==> config.mk <==
export PLATFORM = sky130hd
export DESIGN_NAME = mem_lsu_flat
export DESIGN_NICKNAME = d
export VERILOG_FILES = /design/src/rtl/mem_lsu_pkg.sv /design/src/rtl/mem_lsu_if.sv /design/src/rtl/mem_lsu_lane_align.sv /design/src/rtl/mem_lsu.sv /design/src/flat_wrapper.sv
export SDC_FILE = /design/constraint.sdc
export NUM_CORES = 1
export LEC_CHECK = 0
export ABC_CLOCK_PERIOD_IN_PS = 5740
export CORE_MARGIN = 2
export CORE_UTILIZATION = 50
export CTS_CLUSTER_DIAMETER = 200
export DETAILED_ROUTE_END_ITERATION = 8
export PLACE_DENSITY_LB_ADDON = 0.12
export SYNTH_ARGS = -nofsm -noshare
export SYNTH_HDL_FRONTEND = slang
export SYNTH_HIERARCHICAL = 1
export SYNTH_SLANG_ARGS = --single-unit
==> constraint.sdc <==
create_clock -name clk -period 5.74 [get_ports clk]
set_input_delay 0.861 -clock clk [delete_from_list [all_inputs] [get_ports clk]]
set_output_delay 0.861 -clock clk [all_outputs]
set_load 0.01 [all_outputs]
==> src/rtl/mem_lsu_pkg.sv <==
// Shared encodings for the load/store unit: access sizes, data_mem control
// codes, FSM states and the alignment rule.
package mem_lsu_pkg;

    typedef enum logic [1:0] {
        SZ_BYTE = 2'd0,
        SZ_HALF = 2'd1,
        SZ_WORD = 2'd2,
        SZ_RSVD = 2'd3
    } size_e;

    // data_mem MEM control: bit1 = read, bit0 = write
    localparam logic [1:0] MC_IDLE  = 2'b00;
    localparam logic [1:0] MC_READ  = 2'b10;
    localparam logic [1:0] MC_WRITE = 2'b01;

    typedef enum logic {
        ST_IDLE = 1'b0,
        ST_RMW  = 1'b1
    } state_e;

    // Natural alignment; the reserved size is always rejected.
    function automatic logic misaligned(input size_e sz, input logic [1:0] lo);
        case (sz)
            SZ_BYTE: return 1'b0;
            SZ_HALF: return lo[0];
            SZ_WORD: return lo != 2'b00;
            default: return 1'b1;
        endcase
    endfunction

endpackage

==> src/rtl/mem_lsu_if.sv <==
// Request/response handshake plus the data_mem port of the load/store unit.
// master = the environment (pipeline and data_mem), slave = mem_lsu.
interface mem_lsu_if;
    logic        req_valid;
    logic        req_ready;
    logic        req_we;
    logic [1:0]  req_size;
    logic        req_signed;
    logic [31:0] req_addr;
    logic [31:0] req_wdata;
    logic        resp_valid;
    logic [31:0] resp_data;
    logic        resp_err;
    logic [1:0]  mem_ctl;
    logic [31:0] mem_addr;
    logic [31:0] mem_wdata;
    logic [31:0] mem_rdata;

    modport master (
        output req_valid, req_we, req_size, req_signed, req_addr, req_wdata, mem_rdata,
        input  req_ready, resp_valid, resp_data, resp_err, mem_ctl, mem_addr, mem_wdata
    );

    modport slave (
        input  req_valid, req_we, req_size, req_signed, req_addr, req_wdata, mem_rdata,
        output req_ready, resp_valid, resp_data, resp_err, mem_ctl, mem_addr, mem_wdata
    );
endinterface

==> src/rtl/mem_lsu_lane_align.sv <==
// Byte-lane steering: extracts/extends a load lane from a memory word and
// merges sub-word store data into a word. Purely combinational.
module lsu_lane_align
    import mem_lsu_pkg::*;
#(
    parameter int LITTLE_END = 1
) (
    input  logic [31:0] word,
    input  logic [1:0]  lane,
    input  size_e       size,
    input  logic        sgn,
    input  logic [31:0] wdata,
    output logic [31:0] ld_data,
    output logic [31:0] st_word
);

    logic [1:0]  blane;
    logic [7:0]  b;
    logic [15:0] h;

    assign blane = (LITTLE_END != 0) ? lane : ~lane;

    // Lane select for loads and lane replacement for stores
    always_comb begin
        b       = word[{blane, 3'b000} +: 8];
        h       = word[{blane[1], 4'b0000} +: 16];
        ld_data = '0;
        st_word = word;
        case (size)
            SZ_BYTE: begin
                ld_data = {{24{sgn & b[7]}}, b};
                st_word[{blane, 3'b000} +: 8] = wdata[7:0];
            end
            SZ_HALF: begin
                ld_data = {{16{sgn & h[15]}}, h};
                st_word[{blane[1], 4'b0000} +: 16] = wdata[15:0];
            end
            SZ_WORD: begin
                ld_data = word;
                st_word = wdata;
            end
            default: ;
        endcase
    end

endmodule

==> src/rtl/mem_lsu.sv <==
// Load/store unit in front of word-addressed data_mem. Loads and word stores
// take one cycle; byte/half stores are a read (IDLE) then write (RMW).
module mem_lsu
    import mem_lsu_pkg::*;
#(
    parameter int IDX_W      = 10,
    parameter int LITTLE_END = 1
) (
    input  logic     clk,
    input  logic     rst,
    mem_lsu_if.slave bus
);

    state_e                state, state_nxt;
    logic [31:0]           cap_word;
    logic [31:0]           cap_wdata;
    logic [1:0]            cap_lo;
    size_e                 cap_size;
    // Word address split into the data_mem index and the unchecked upper bits
    logic [IDX_W-1:0]      cap_idx;
    logic [29-IDX_W:0]     cap_hi;

    size_e       req_sz;
    logic        req_bad;
    logic        accept;
    logic [31:0] al_word;
    logic [1:0]  al_lane;
    size_e       al_size;
    logic [31:0] al_ld;
    logic [31:0] al_st;

    assign req_sz  = size_e'(bus.req_size);
    assign req_bad = misaligned(req_sz, bus.req_addr[1:0]);
    assign accept  = bus.req_valid && (state == ST_IDLE) && !rst;

    // In IDLE the aligner sees the live read word (load path); in RMW it
    // merges the captured store into the captured word.
    assign al_word = (state == ST_RMW) ? cap_word : bus.mem_rdata;
    assign al_lane = (state == ST_RMW) ? cap_lo   : bus.req_addr[1:0];
    assign al_size = (state == ST_RMW) ? cap_size : req_sz;

    lsu_lane_align #(.LITTLE_END(LITTLE_END)) u_align (
        .word    (al_word),
        .lane    (al_lane),
        .size    (al_size),
        .sgn     (bus.req_signed),
        .wdata   (cap_wdata),
        .ld_data (al_ld),
        .st_word (al_st)
    );

    // FSM state register
    always_ff @(posedge clk or posedge rst) begin
        if (rst) state <= ST_IDLE;
        else     state <= state_nxt;
    end

    // Next state and data_mem drive; reset forces the bus idle so an RMW
    // interrupted by reset never writes.
    always_comb begin
        state_nxt     = state;
        bus.req_ready = 1'b0;
        bus.mem_ctl   = MC_IDLE;
        bus.mem_addr  = {2'b00, bus.req_addr[31:2]};
        bus.mem_wdata = bus.req_wdata;
        case (state)
            ST_IDLE: begin
                bus.req_ready = !rst;
                if (accept && !req_bad) begin
                    if (!bus.req_we) begin
                        bus.mem_ctl = MC_READ;
                    end else if (req_sz == SZ_WORD) begin
                        bus.mem_ctl = MC_WRITE;
                    end else begin
                        bus.mem_ctl = MC_READ;
                        state_nxt   = ST_RMW;
                    end
                end
            end
            ST_RMW: begin
                bus.mem_ctl   = rst ? MC_IDLE : MC_WRITE;
                bus.mem_addr  = {2'b00, cap_hi, cap_idx};
                bus.mem_wdata = al_st;
                state_nxt     = ST_IDLE;
            end
            default: state_nxt = ST_IDLE;
        endcase
    end

    // Response pulses and sub-word store capture
    always_ff @(posedge clk or posedge rst) begin
        if (rst) begin
            bus.resp_valid <= 1'b0;
            bus.resp_err   <= 1'b0;
            bus.resp_data  <= '0;
            cap_word       <= '0;
            cap_wdata      <= '0;
            cap_lo         <= '0;
            cap_size       <= SZ_BYTE;
            cap_idx        <= '0;
            cap_hi         <= '0;
        end else begin
            bus.resp_valid <= 1'b0;
            bus.resp_err   <= 1'b0;
            if (accept) begin
                if (req_bad) begin
                    bus.resp_valid <= 1'b1;
                    bus.resp_err   <= 1'b1;
                    bus.resp_data  <= '0;
                end else if (!bus.req_we) begin
                    bus.resp_valid <= 1'b1;
                    bus.resp_data  <= al_ld;
                end else if (req_sz != SZ_WORD) begin
                    cap_word  <= bus.mem_rdata;
                    cap_wdata <= bus.req_wdata;
                    cap_lo    <= bus.req_addr[1:0];
                    cap_size  <= req_sz;
                    cap_idx   <= bus.req_addr[IDX_W+1:2];
                    cap_hi    <= bus.req_addr[31:IDX_W+2];
                end
            end
        end
    end

endmodule

==> src/flat_wrapper.sv <==
// flat-port wrapper written by rule: the top's interface ports become plain ports
module mem_lsu_flat import mem_lsu_pkg::*;
#(
    parameter int IDX_W      = 10,
    parameter int LITTLE_END = 1
)
  (clk, rst, bus_req_valid, bus_req_we, bus_req_size, bus_req_signed, bus_req_addr, bus_req_wdata, bus_mem_rdata, bus_req_ready, bus_resp_valid, bus_resp_data, bus_resp_err, bus_mem_ctl, bus_mem_addr, bus_mem_wdata);
  mem_lsu_if bus_i ();
  input  logic clk;
  input  logic rst;
  input wire logic [$bits(bus_i.req_valid)-1:0] bus_req_valid;
  input wire logic [$bits(bus_i.req_we)-1:0] bus_req_we;
  input wire logic [$bits(bus_i.req_size)-1:0] bus_req_size;
  input wire logic [$bits(bus_i.req_signed)-1:0] bus_req_signed;
  input wire logic [$bits(bus_i.req_addr)-1:0] bus_req_addr;
  input wire logic [$bits(bus_i.req_wdata)-1:0] bus_req_wdata;
  input wire logic [$bits(bus_i.mem_rdata)-1:0] bus_mem_rdata;
  output wire logic [$bits(bus_i.req_ready)-1:0] bus_req_ready;
  output wire logic [$bits(bus_i.resp_valid)-1:0] bus_resp_valid;
  output wire logic [$bits(bus_i.resp_data)-1:0] bus_resp_data;
  output wire logic [$bits(bus_i.resp_err)-1:0] bus_resp_err;
  output wire logic [$bits(bus_i.mem_ctl)-1:0] bus_mem_ctl;
  output wire logic [$bits(bus_i.mem_addr)-1:0] bus_mem_addr;
  output wire logic [$bits(bus_i.mem_wdata)-1:0] bus_mem_wdata;
  assign bus_i.req_valid = bus_req_valid;
  assign bus_i.req_we = bus_req_we;
  assign bus_i.req_size = bus_req_size;
  assign bus_i.req_signed = bus_req_signed;
  assign bus_i.req_addr = bus_req_addr;
  assign bus_i.req_wdata = bus_req_wdata;
  assign bus_i.mem_rdata = bus_mem_rdata;
  assign bus_req_ready = bus_i.req_ready;
  assign bus_resp_valid = bus_i.resp_valid;
  assign bus_resp_data = bus_i.resp_data;
  assign bus_resp_err = bus_i.resp_err;
  assign bus_mem_ctl = bus_i.mem_ctl;
  assign bus_mem_addr = bus_i.mem_addr;
  assign bus_mem_wdata = bus_i.mem_wdata;
  mem_lsu #(.IDX_W(IDX_W), .LITTLE_END(LITTLE_END)) u_core (.clk(clk), .rst(rst), .bus(bus_i));
endmodule
---- Yosys cells after proc, flatten, opt, wreduce, memory -nomap -nowiden ----
Cells that the tools add are included.
operators by class
  magnitude comparators ................... 0
  bitwise operators ....................... 4
  mux-type cells .......................... 27
  reduce and logical (&&, ||, !) cells .... 10
  equal/unequal tests ..................... 6
  shift operators ......................... 6
  div/mod/pow operators ................... 0
  multiply operators ...................... 0
  add/subtract/negate cells ............... 2
operators by type and width
  kind                                                   count
  one-hot mux 32 bit (3 select lines)                    2
  two-way mux 32 bit                                     4
  bitwise mux 32 bit                                     2
  variable shift 16 x 7 -> 32 bit, first input constant  1
  variable shift 8 x 7 -> 32 bit, first input constant   1
  indexed part select 16 x 7 -> 32 bit                   1
  indexed part select 32 x 6 -> 16 bit                   1
  indexed part select 32 x 6 -> 8 bit                    1
  indexed part select 8 x 7 -> 32 bit                    1
  two-way mux 30 bit                                     1
  negator 5 -> 7 bit                                     2
  two-way mux 1 bit                                      10
  two-way mux 2 bit                                      5
  equality test 2 x 1 -> 1 bit, second input constant    2
  equality test 2 bit, second input constant             2
  logical NOT 2 bit                                      2
  one-hot mux 2 bit (2 select lines)                     1
  AND reduction 4 bit                                    1
  logical AND 1 bit                                      3
  one-hot mux 1 bit (3 select lines)                     1
  bitwise AND 1 bit                                      2
  logical NOT 1 bit                                      2
  inequality test 2 x 1 -> 1 bit, second input constant  1
  inequality test 2 bit, second input constant           1
  other kinds (4)                                        5
storage, ports and cells
  memories kept ........................... 0
  memory bits (read-only) ................. 0
  output and inout port bits .............. 101
  register bits ........................... 133
  word-level logic and storage cells ...... 65
  latch bits .............................. 0
  memory bits (writable) .................. 0
  input bits .............................. 103

---- Logic depth before layout (Yosys ltp) ----
Gate-level depths: netlist (run 1).
  depth after elaboration ................. 6
  mapped depth ............................ 12
  depth with buffers taken out ............ 8

---- Cells and area by module ----
Netlist (run 1), hierarchy kept.
by module, submodules not included
  module          times used  area each (µm²)  cells an instance  sequential area each (µm²)
  mem_lsu         1           6128.4           414                3328.2
  lsu_lane_align  1           1946.9           283                0.0

---- Least setup slack after synthesis (run 1) ----
Ideal clock, no wire load.
  path kind ............................... flip-flop to output port
  start point ............................. register u_core.state
  end point ............................... output bus_mem_wdata[27]
  path buffers ............................ 4
  cell stages (with the launch flop) ...... 13
  slack ................................... 2024 ps
  data arrival time ....................... 2855 ps
  data required time ...................... 4879 ps
  cells stage by stage .................... dfrtp_1 > clkbuf_1 > buf_2 > mux2_2 > buf_4 > inv_1 > ha_1 > nor3b_2 > and3b_1 > buf_6 > a21oi_2 > o221ai_1 > mux2_2
between the ends
  cells in the longest elaborated chain, start to end .. 6
  elaborated cells between the ends (all ways) .. 16
  classes of those cells .................. 2 x add/sub; 2 x eq/ne; 4 x shift; 7 x mux; 1 x reduce/logical
RTL lines
  element                                                             RTL line                                            text
  start: declaration                                                  mem_lsu.sv:14                                       state_e state, state_nxt;
  start signal: assignment                                            mem_lsu.sv:55                                       else state <= state_nxt;
  two-way mux 2 bit *                                                 mem_lsu.sv:39                                       assign al_lane = (state == ST_RMW) ? cap_lo : bus.req_addr[1:0];
  named net u_core.al_lane[1]                                         mem_lsu.sv:27                                       logic [1:0] al_lane;
  negator 5 -> 7 bit (on tied branches)                               mem_lsu_lane_align.sv:36, mem_lsu_lane_align.sv:32
  indexed part select 16 x 7 -> 32 bit, or another cell as far along  mem_lsu_lane_align.sv:36                            st_word[{blane[1], 4'b0000} +: 16] = wdata[15:0];
  bitwise mux 32 bit (on tied branches)                               mem_lsu_lane_align.sv:36, mem_lsu_lane_align.sv:32
  one-hot mux 32 bit (3 select lines) *                               mem_lsu_lane_align.sv:29                            case (size)
  named net u_core.al_st[27]                                          mem_lsu.sv:30                                       logic [31:0] al_st;
  two-way mux 32 bit *                                                mem_lsu.sv:66                                       case (state)
  end: declaration                                                    flat_wrapper.sv:24                                  output wire logic [$bits(bus_i.mem_wdata)-1:0] bus_mem_wdata;
Mark *: on every way through the listed nets, which the timed path passes. The rest lies on a longest branch.

---- Final worst setup path (run 1) ----
  start point ............................. input bus_req_addr[0]
  end point ............................... output bus_mem_wdata[24]
between the ends
  cells in the longest elaborated chain, start to end .. 6
  elaborated cells between the ends (all ways) .. 7
  classes of those cells .................. 1 x add/sub; 2 x shift; 4 x mux
RTL lines
  element                                                                                       RTL line                  text
  start: declaration                                                                            flat_wrapper.sv:15        input wire logic [$bits(bus_i.req_addr)-1:0] bus_req_addr;
  two-way mux 2 bit *                                                                           mem_lsu.sv:39
  named net u_core.al_lane[0]                                                                   mem_lsu.sv:27
  negator 5 -> 7 bit *                                                                          mem_lsu_lane_align.sv:32  st_word[{blane, 3'b000} +: 8] = wdata[7:0];
  indexed part select 8 x 7 -> 32 bit / variable shift 8 x 7 -> 32 bit (equally long branches)  mem_lsu_lane_align.sv:32
  bitwise mux 32 bit *                                                                          mem_lsu_lane_align.sv:32
  one-hot mux 32 bit (3 select lines) *                                                         mem_lsu_lane_align.sv:29
  named net u_core.al_st[24]                                                                    mem_lsu.sv:30
  two-way mux 32 bit *                                                                          mem_lsu.sv:66
Marked as above.

==> results.sh, run 1 <==
export IMPL_first_iter_violations=547
export IMPL_cts_buffer_depth=2
export IMPL_avgSynthCellArea_um2=11.59
export IMPL_crit_chain="clkdlybuf4s50_1, mux2_2, inv_1, ha_1, nor3b_2, and3b_1, a2bb2oi_1, o21ai_0, mux2_2, clkdlybuf4s50_1"
export IMPL_cp_top_family="buffers and inverters"
export IMPL_postCtsResizedCells=0
export IMPL_die_x_um=131.1
export IMPL_grtUsageTotal_pct=27.92
export IMPL_power_clock_fraction_pct=36.3
export IMPL_period_needed_ns=5.176
export IMPL_wl_per_cell_um=21.44
export IMPL_cts_made_buffers=17
export IMPL_synthCells=697
export IMPL_min_from="u_core/cap_size[1]"
export IMPL_ys_warn_count=6
export IMPL_place_hpwl_um=16930
export IMPL_antenna_found_initial=0
export IMPL_crit_start="bus_req_addr[0]"
export IMPL_nFillCells=1185
export IMPL_fin_crit_sh_pct=90.18
export IMPL_dieArea_mm2=0.01718
export IMPL_die_h_um=131.1
export IMPL_worst_slack_ns=0.5638
export IMPL_ys_ff_latch=133
export IMPL_multi_input_area_mm2=0.004357
export IMPL_port_buffers=201
export IMPL_first_global_vias=6522
export IMPL_grt_start_max_net_pins=94
export IMPL_grt_pass1_wl_um=36140
export IMPL_final_common_cell="mux2_2"
export IMPL_drc=0
export IMPL_cp_max_fo=10
export IMPL_final_cell_mix="mux2_2 (211), clkdlybuf4s50_1 (201), dfrtp_1 (132)"
export IMPL_nets=978
export IMPL_endpoint_kind="primary output"
export IMPL_via_per_inst=5.988
export IMPL_setup_viol=0
export IMPL_cts_setup_buffers=0
export IMPL_cap_viol_max_count=0
export IMPL_insertedDiodeCount=0
export IMPL_ys_types=52
export IMPL_ios=204
export IMPL_clk_latency_ns=0.42
export IMPL_layout_drive_gt1_share_pct=30.95
export IMPL_crit_buf_inv=3
export IMPL_worst_setup_path_type="in -> out"
export IMPL_hold_viol=0
export IMPL_cp_slowest_cell="clkdlybuf4s50_1"
export IMPL_arrival_ns=4.32
export IMPL_core_area_mm2=0.01583
export IMPL_rows=46
export IMPL_relSlewSlack_pct=23.29
export IMPL_status="complete, no violations"
export IMPL_critPathMaxStageDelay_ns=0.59
export IMPL_reg2reg_from="u_core/state"
export IMPL_drtAntennaViolNets=0
export IMPL_netlist_area_mm2=0.008075
export IMPL_required_ns=4.88
export IMPL_pwr_share_seq_pct=40.6
export IMPL_synthArstFlopShare_pct=100.0
export IMPL_clock_sinks=133
export IMPL_synth_ff_type="dfrtp_1"
export IMPL_hp_class="reg -> reg"
export IMPL_slew_violations=0
export IMPL_vias=6575
export IMPL_h_tree_depth=4
export IMPL_place_congestion=0.9411
export IMPL_clock_skew_ns=0.007425
export IMPL_synth_seq_area_share_pct=41.21
export IMPL_drt_wl_total_um=23540
export IMPL_pwr_share_comb_pct=23.1
export IMPL_seqCellArea_mm2=0.003332
export IMPL_synth_edf_count=0
export IMPL_critPathLaunchType="primary input"
export IMPL_grt_ovfl_total=0
export IMPL_holdBufCountCts=0
export IMPL_worst_pin_slew_ns=1.151
export IMPL_drt_first_pass_iters=5
export IMPL_cts_tree="built"
export IMPL_power_leakage_nw=4.496
export IMPL_start_util_pct=51.02
export IMPL_cellPowerDensity_mw_per_mm2=287.8
export IMPL_root_buffer="clkbuf_16"
export IMPL_area_growth_pct=32.69
export IMPL_grt_setup_unrepaired="false"
export IMPL_p_sw_share_pct=27.54
export IMPL_intPower_mw=2.234
export IMPL_max_freq_ghz=0.1932
export IMPL_tns_ns=0
export IMPL_place_ws_ns=0.6402
export IMPL_p_switching_uw=849.1
export IMPL_vdd_drop_max_v=0.0002010
export IMPL_clkTransAtPathRegs_ns=0.06
==> metal layers <==
layer | wire [µm] | vias to the layer above | GRT usage [%]
met5 | 0 | - | 0
met4 | 467 | 0 | 10.45
met3 | 1565 | 37 | 5.885
met2 | 11360 | 290 | 44.80
met1 | 10150 | 3288 | 37.43
li1 | - | 2960 | -
==> flip-flops by register name, indices dropped and copies added, names as in the netlist <==
signal and count:
u_core/cap_lo 2, u_core/cap_word 32, u_core/bus.resp_valid 1, u_core/bus.resp_err 1
u_core/cap_hi 20, u_core/cap_idx 10, u_core/bus.resp_data 32, u_core/state 1
u_core/cap_size 2, u_core/cap_wdata 32
==> area by class of cell <==
class / instances / area share (%)
multi-input cells: 491 / 40.66
clock inverters: 11 / 1.401
well taps: 216 / 2.522
repair buffers: 211 / 19.48
clock buffers: 20 / 4.262
inverters: 16 / 0.5838
flip-flops and latches: 133 / 31.10
==> final timing paths <==
kind / slack [ns] / cells after the start / end
setup / recovery: 0.56 / 10 / bus_mem_wdata[24]
hold / removal: 0.49 / 1 / u_core/cap_size[1]
min in group asynchronous: 1.24 / 2 / u_core/cap_idx[2]
setup reg to reg: 2.22 / 7 / u_core/bus.resp_data[17]
max in group asynchronous: 3.32 / 3 / u_core/cap_word[5]
hold reg to reg: 0.49 / 1 / u_core/cap_size[1]
==> metrics by stage <==
step,hold WS (ns),instance area (µm²),std cells,power (mW),util [%]
after CTS,0.4863,10720,1098,3.102,67.70
after global placement,0.4632,10110,1067,1.940,63.87
final,0.4898,10720,1098,3.084,67.70
after global routing,0.5144,10720,1098,3.221,67.70
after detailed placement,0.4725,10110,1067,1.975,63.87
after floorplan,0.4474,8079,698,1.661,-
==> worst register-to-register path, stage by stage, from the launching register on <==
cell,delay [ns]
dfrtp_4,0.77
buf_4,0.73
mux2_2,0.59
mux2i_1,0.24
o22ai_2,0.13
o21ai_2,0.57
nand2_1,0.14
a22o_1,0.23
==> cells by family after synthesis <==
kind of cell / after synthesis / synth area share (%)
AND/OR/NAND/NOR: 104 / 6.833
multiplexers: 224 / 31.08
other: 1 / 0.04644
adder cells (fa/ha/maj): 5 / 0.7747
AO/OA/AOI/OAI: 156 / 15.14
buffers and inverters: 74 / 4.912
flip-flops: 133 / 41.21
==> cells in the mapped netlist (3+ instances only) <==
cell type  number  area [µm²]
mux2i_1        10       100.1
a22oi_1        19       142.6
a21oi_1         9       45.04
buf_2          32       160.2
nor3b_1         4       30.03
o21ai_1         3       15.01
nor2_1         14       52.55
and2_1          4       25.02
clkbuf_1       10       37.54
mux2_2        211        2376
buf_6           7       78.83
ha_1            5       62.56
nor2b_1         5       31.28
a221o_1        13       130.1
a221o_2         8       90.09
mux2_1          3       33.78
inv_1          16       60.06
a32oi_1         8       70.07
a22o_1         39       341.6
buf_4           7       52.55
nand2b_1        4       25.02
o221ai_1        5       43.79
a2bb2oi_1       7       61.31
and2b_1         4       30.03
o21ai_0        30       150.1
nand3b_1        3       22.52
nand2_1        52       195.2
dfrtp_1       133        3328
==> power by group through the flow <==
stage          Combinational (mW)  Clock [mW]  Sequential [mW]
6_report                    0.714        1.12             1.25
5_1_grt                     0.768        1.18             1.27
4_1_cts                     0.715        1.14             1.25
3_5_place_dp                0.710           0             1.26
3_3_place_gp                0.690           0             1.25
2_1_floorplan               0.445           0             1.22
Note: power is estimated with default switching activity, not from simulation.
==> inputs of run 2 (changes only) <==
--- a/config.mk
+++ b/config.mk
@@ -11,6 +11,7 @@
 export CTS_CLUSTER_DIAMETER = 200
 export DETAILED_ROUTE_END_ITERATION = 8
 export PLACE_DENSITY_LB_ADDON = 0.12
+export SLEW_MARGIN = 20
 export SYNTH_ARGS = -nofsm -noshare
 export SYNTH_HDL_FRONTEND = slang
 export SYNTH_HIERARCHICAL = 1
==> run 2 against run 1 <==
Sequential share of layout area increased by 0.12 points. Final area decreased by 0.40%. Register-to-register slack about the same. Non-clock buffer count unchanged. Clock skew increased by 0.0014 ns. Die area unchanged. Combinational power about the same. Flip-flop and latch count unchanged. Utilization decreased by 0.27 points. Global-route usage decreased by 0.26 points. Largest power group unchanged.
==> results.sh, run 2 (synthesis results as in run 1) <==
export IMPL_drt_wl_total_um=23610
export IMPL_grtUsageTotal_pct=27.66
export IMPL_place_congestion=0.9411
export IMPL_cp_endpoint="bus_mem_wdata[24]"
export IMPL_reg2reg_slack_ns=2.22
export IMPL_clock_sinks=133
export IMPL_cts_setup_buffers=0
export IMPL_max_freq_ghz=0.1936
export IMPL_wl_per_cell_um=21.48
export IMPL_period_needed_ns=5.166
export IMPL_power_clock_fraction_pct=34.4
export IMPL_required_ns=4.88
export IMPL_core_area_mm2=0.01583
export IMPL_power_leakage_nw=4.475
export IMPL_crit_buf_inv=3
export IMPL_status="complete, no violations"
export IMPL_dieArea_mm2=0.01718
export IMPL_drtAntennaViolNets=0
export IMPL_fin_crit_sh_pct=90.00
export IMPL_die_x_um=131.1
export IMPL_holdBufCountCts=0
export IMPL_p_switching_uw=854.4
export IMPL_final_cell_mix="mux2_2 (211), clkdlybuf4s50_1 (201), dfrtp_1 (132)"
export IMPL_postPlaceCellArea_mm2=0.01011
export IMPL_crit_start="bus_req_addr[0]"
export IMPL_grt_setup_unrepaired="false"
export IMPL_nets=978
export IMPL_endpoint_kind="primary output"
export IMPL_clk_latency_ns=0.42
export IMPL_first_iter_violations=540
export IMPL_vias=6616
export IMPL_cts_tree="built"
export IMPL_nFillCells=1179
export IMPL_power_total_mw=3.000
export IMPL_rows=46
export IMPL_grt_start_max_net_pins=94
export IMPL_cellPowerDensity_mw_per_mm2=281.1
export IMPL_ios=204
export IMPL_via_per_inst=6.020
export IMPL_reg_top3="u_core/bus.resp_data: 32 flops, u_core/cap_wdata: 32 flops, u_core/cap_word: 32 flops"
export IMPL_tns_ns=0
export IMPL_pwr_share_seq_pct=41.7
export IMPL_antenna_found_initial=0
export IMPL_cp_slowest_cell="clkdlybuf4s50_1"
export IMPL_cap_viol_max_count=0
export IMPL_worst_pin_slew_ns=1.022
export IMPL_h_tree_depth=4
export IMPL_worst_setup_path_type="in -> out"
export IMPL_critPathMaxStageDelay_ns=0.60
export IMPL_layout_drive_gt1_share_pct=31.14
export IMPL_die_h_um=131.1
export IMPL_grt_ovfl_total=0
export IMPL_cp_top_family="buffers and inverters"
export IMPL_p_sw_share_pct=28.48
export IMPL_postCtsResizedCells=0
export IMPL_whs_path_depth=1
export IMPL_port_buffers=201
export IMPL_drt_first_pass_iters=9
export IMPL_setup_viol=0
export IMPL_r2r_end="u_core/cap_wdata[22]"
export IMPL_root_buffer="clkbuf_16"
export IMPL_reg2reg_depth=5
export IMPL_drc=0
export IMPL_vdd_drop_max_v=0.0002047
export IMPL_cts_made_buffers=17
export IMPL_intPower_mw=2.145
export IMPL_reg2reg_from="u_core/state"
export IMPL_hp_class="reg -> reg"
export IMPL_first_global_vias=6485
export IMPL_grt_pass1_wl_um=35840
export IMPL_clock_skew_ns=0.008779
export IMPL_pwr_share_comb_pct=23.8
export IMPL_cp_max_fo=10
export IMPL_critPathLaunchType="primary input"
export IMPL_start_util_pct=51.02
export IMPL_place_hpwl_um=16850
export IMPL_clkTransAtPathRegs_ns=0.06
export IMPL_hold_viol=0
export IMPL_relSlewSlack_pct=31.49
export IMPL_area_growth_pct=32.17
export IMPL_cts_buffer_depth=2
export IMPL_final_area_mm2=0.01067
export IMPL_final_common_cell="mux2_2"
export IMPL_hold_slack_ns=0.4862
export IMPL_crit_chain="clkdlybuf4s50_1, mux2_2, inv_1, ha_1, nor3b_2, and3b_1, a2bb2oi_1, o21ai_0, mux2_2, clkdlybuf4s50_1"
export IMPL_insertedDiodeCount=0
export IMPL_arrival_ns=4.31
export IMPL_critical_path_depth=10
export IMPL_slew_violations=0
run 2: cell types whose count changed in the layout (fill, tap and decap cells not counted), sizes merged:
cell | previous run | this run
clkinvlp | 2 | 3
clkinv | 5 | 7
bufinv | 3 | 1
run 2: worst reg2reg max path: stages (launching register included):
cell and delay [ns]:
dfrtp_4 0.77, buf_4 0.73, nor3b_2 0.19, nand4b_1 0.78
buf_4 0.52, mux2_2 0.40
run 2: per-layer routing:
layer  share of wire (%)  track usage, %  wire, µm  vias to the layer above
met5                   0               0         0                        -
li1                    -               -         -                     2958
met1                  42           36.86      9933                     3288
met3                 7.8           6.128      1850                       43
met2                  48           44.99     11290                      327
met4                 2.3           9.199       532                        0
run 2: per-stage QoR:
step	setup WS, ns	cells	utilization, %
6_report	0.5738	1099	67.43
5_1_grt	0.3616	1099	67.43
4_1_cts	0.6121	1099	67.42
3_5_place_dp	0.6182	1067	63.88
3_3_place_gp	0.8031	1067	63.87
2_1_floorplan	1.325	698	-
run 2: layout make-up:
class	count	area, µm²	area share (%)
Sequential cell	133	3332	31.22
Inverter	16	65.06	0.6096
Multi-Input combinational cell	491	4358	40.83
Clock inverter	12	103.9	0.9730
Tap cell	216	270.3	2.532
Timing Repair Buffer	211	2087	19.55
Clock buffer	20	456.7	4.279
run 2: worst min path at each step:
stage / start / end
after global routing: u_core/cap_word[2] / u_core/cap_word[2]
after CTS: u_core/cap_size[1] / u_core/cap_size[1]
after detailed placement: u_core/cap_size[1] / u_core/cap_size[1]
after global placement: u_core/cap_size[1] / u_core/cap_size[1]
after floorplan: u_core/cap_size[1] / u_core/cap_size[1]
final: u_core/cap_size[1] / u_core/cap_size[1]
run 2: power groups by stage:
stage	clock [mW]	combinational [mW]	sequential, mW
floorplan	0	0.445	1.22
global placement	0	0.690	1.25
detailed placement	0	0.711	1.26
CTS	1.05	0.715	1.25
global route	1.09	0.767	1.27
finish	1.03	0.715	1.25
==> inputs of run 3 (changes only) <==
--- a/config.mk
+++ b/config.mk
@@ -6,8 +6,10 @@
 export NUM_CORES = 1
 export LEC_CHECK = 0
 export ABC_CLOCK_PERIOD_IN_PS = 5740
+export CELL_PAD_IN_SITES_DETAIL_PLACEMENT = 1
+export CELL_PAD_IN_SITES_GLOBAL_PLACEMENT = 1
 export CORE_MARGIN = 2
-export CORE_UTILIZATION = 50
+export CORE_UTILIZATION = 39
 export CTS_CLUSTER_DIAMETER = 200
 export DETAILED_ROUTE_END_ITERATION = 8
 export PLACE_DENSITY_LB_ADDON = 0.12
==> run 3 against run 2 <==
Global-route usage shrank 3.6 points. Sequential share of layout area shrank 0.25 points. Largest power group unchanged. Cell count grew 5.1%. Die area grew 27%. First-iteration DRC count shrank 31%. Sequential power is essentially flat. Via count shrank 1.0%. Maximum frequency grew 3.2%. Non-clock buffer count grew 2. Clock power is essentially flat. Setup slack gained 0.16 ns. Register-to-register slack lost 0.14 ns.
==> results.sh, run 3 (synthesis results as in run 1) <==
export IMPL_grt_setup_unrepaired="false"
export IMPL_h_tree_depth=4
export IMPL_slew_violations=0
export IMPL_clk_latency_ns=0.42
export IMPL_dieArea_mm2=0.02187
export IMPL_die_h_um=147.9
export IMPL_whs_path_depth=1
export IMPL_hp_class="reg -> reg"
export IMPL_nets=980
export IMPL_arrival_ns=4.14
export IMPL_worst_pin_slew_ns=0.9206
export IMPL_die_x_um=147.9
export IMPL_core_area_mm2=0.02030
export IMPL_endpoint_kind="primary output"
export IMPL_instances_no_fill=1155
export IMPL_final_util_pct=53.01
export IMPL_postCtsResizedCells=0
export IMPL_drtAntennaViolNets=0
export IMPL_reg2reg_depth=7
export IMPL_hold_slack_ns=0.4887
export IMPL_power_total_mw=3.036
export IMPL_place_congestion=0.8953
export IMPL_first_iter_violations=375
export IMPL_area_growth_pct=33.25
export IMPL_worst_setup_path_type="in -> out"
export IMPL_layout_drive_gt1_share_pct=31.41
export IMPL_final_cell_mix="mux2_2 (211), clkdlybuf4s50_1 (201), dfrtp_1 (132)"
export IMPL_holdBufCountCts=0
export IMPL_vias=6549
export IMPL_fin_crit_sh_pct=87.19
export IMPL_grt_ovfl_total=0
export IMPL_cts_setup_buffers=0
export IMPL_rows=52
export IMPL_max_freq_ghz=0.1998
export IMPL_relSlewSlack_pct=38.62
export IMPL_cap_viol_max_count=0
export IMPL_grt_pass1_wl_um=40680
export IMPL_tns_ns=0
export IMPL_dpl_cell_count=1123
export IMPL_critPathLaunchType="primary input"
export IMPL_reg_top3="u_core/bus.resp_data: 32 flops, u_core/cap_wdata: 32 flops, u_core/cap_word: 32 flops"
export IMPL_cellPowerDensity_mw_per_mm2=282.2
export IMPL_nFillCells=2138
export IMPL_via_per_inst=5.670
export IMPL_vdd_drop_max_v=0.0001870
export IMPL_status="complete, no violations"
export IMPL_drt_first_pass_iters=4
export IMPL_required_ns=4.88
export IMPL_grt_start_max_net_pins=66
export IMPL_clock_sinks=133
export IMPL_drt_wl_total_um=25990
export IMPL_root_buffer="clkbuf_16"
export IMPL_clkTransAtPathRegs_ns=0.06
export IMPL_setup_viol=0
export IMPL_grtUsageTotal_pct=24.10
export IMPL_antenna_found_initial=0
export IMPL_first_global_vias=7024
export IMPL_final_common_cell="mux2_2"
export IMPL_hold_viol=0
export IMPL_ios=204
export IMPL_cts_buffer_depth=2
export IMPL_period_needed_ns=5.005
export IMPL_place_hpwl_um=19090
export IMPL_drc=0
export IMPL_cp_max_fo=10
export IMPL_cts_made_buffers=17
export IMPL_start_util_pct=39.78
export IMPL_clock_skew_ns=0.009403
export IMPL_cts_tree="built"
export IMPL_port_buffers=201
export IMPL_power_leakage_nw=4.480
export IMPL_insertedDiodeCount=0
export IMPL_wl_per_cell_um=22.50
-- run 3: cell types whose count changed in the layout (fill, tap and decap cells not counted), sizes merged --
cell      before  now
clkbuf        20   18
clkinvlp       3    5
inv           17   19
clkinv         7    5
buf           10   12
-- run 3: path summary, 6_finish.rpt --
path / startpoint / end / slack (ns)
setup / recovery: bus_req_addr[0] / bus_mem_wdata[24] / 0.74
hold / removal: u_core/cap_size[1] / u_core/cap_size[1] / 0.49
setup reg to reg: u_core/state / u_core/bus.resp_data[25] / 2.08
hold reg to reg: u_core/cap_size[1] / u_core/cap_size[1] / 0.49
max in group asynchronous: rst / u_core/cap_wdata[18] / 3.64
min in group asynchronous: rst / u_core/cap_hi[14] / 1.11
-- run 3: worst max-delay path, cell delays in order --
cell             delay, ns
clkdlybuf4s50_1       0.60
mux2_2                0.33
inv_1                 0.13
ha_1                  0.33
nor3b_2               0.21
buf_4                 0.17
and3b_1               0.41
a2bb2oi_1             0.12
o21ai_0               0.23
mux2_2                0.20
clkdlybuf4s50_1       0.53
-- run 3: per-stage QoR --
stage                     cell area [µm²]  setup WS (ns)
final                               10760         0.7355
after global routing                10760         0.5457
after CTS                           10760         0.7833
after detailed placement            10190         0.7956
after global placement              10190         0.8290
after floorplan                      8079          1.325
-- run 3: cell type report --
| cell class | count | area [µm²] | share of cell area (%) |
|---|---|---|---|
| repair buffers | 213 | 2102 | 19.53 |
| inverters | 16 | 62.56 | 0.5814 |
| multi-input cells | 491 | 4358 | 40.50 |
| well taps | 270 | 337.8 | 3.140 |
| clock inverters | 14 | 128.9 | 1.198 |
| flip-flops and latches | 133 | 3332 | 30.97 |
| clock buffers | 18 | 439.2 | 4.081 |
-- run 3: power breakdown --
group	total [mW]	switching (mW)	internal, mW
clock network	1.05	0.444	0.611
logic	0.724	0.313	0.411
registers	1.26	0.138	1.12
total	3.04	0.895	2.14
-- run 3: layer usage --
layer | routed length (µm) | track usage (%)
met5 | 0 | 0
met4 | 341 | 6.143
met3 | 1157 | 4.228
met2 | 13250 | 41.56
met1 | 11230 | 31.52
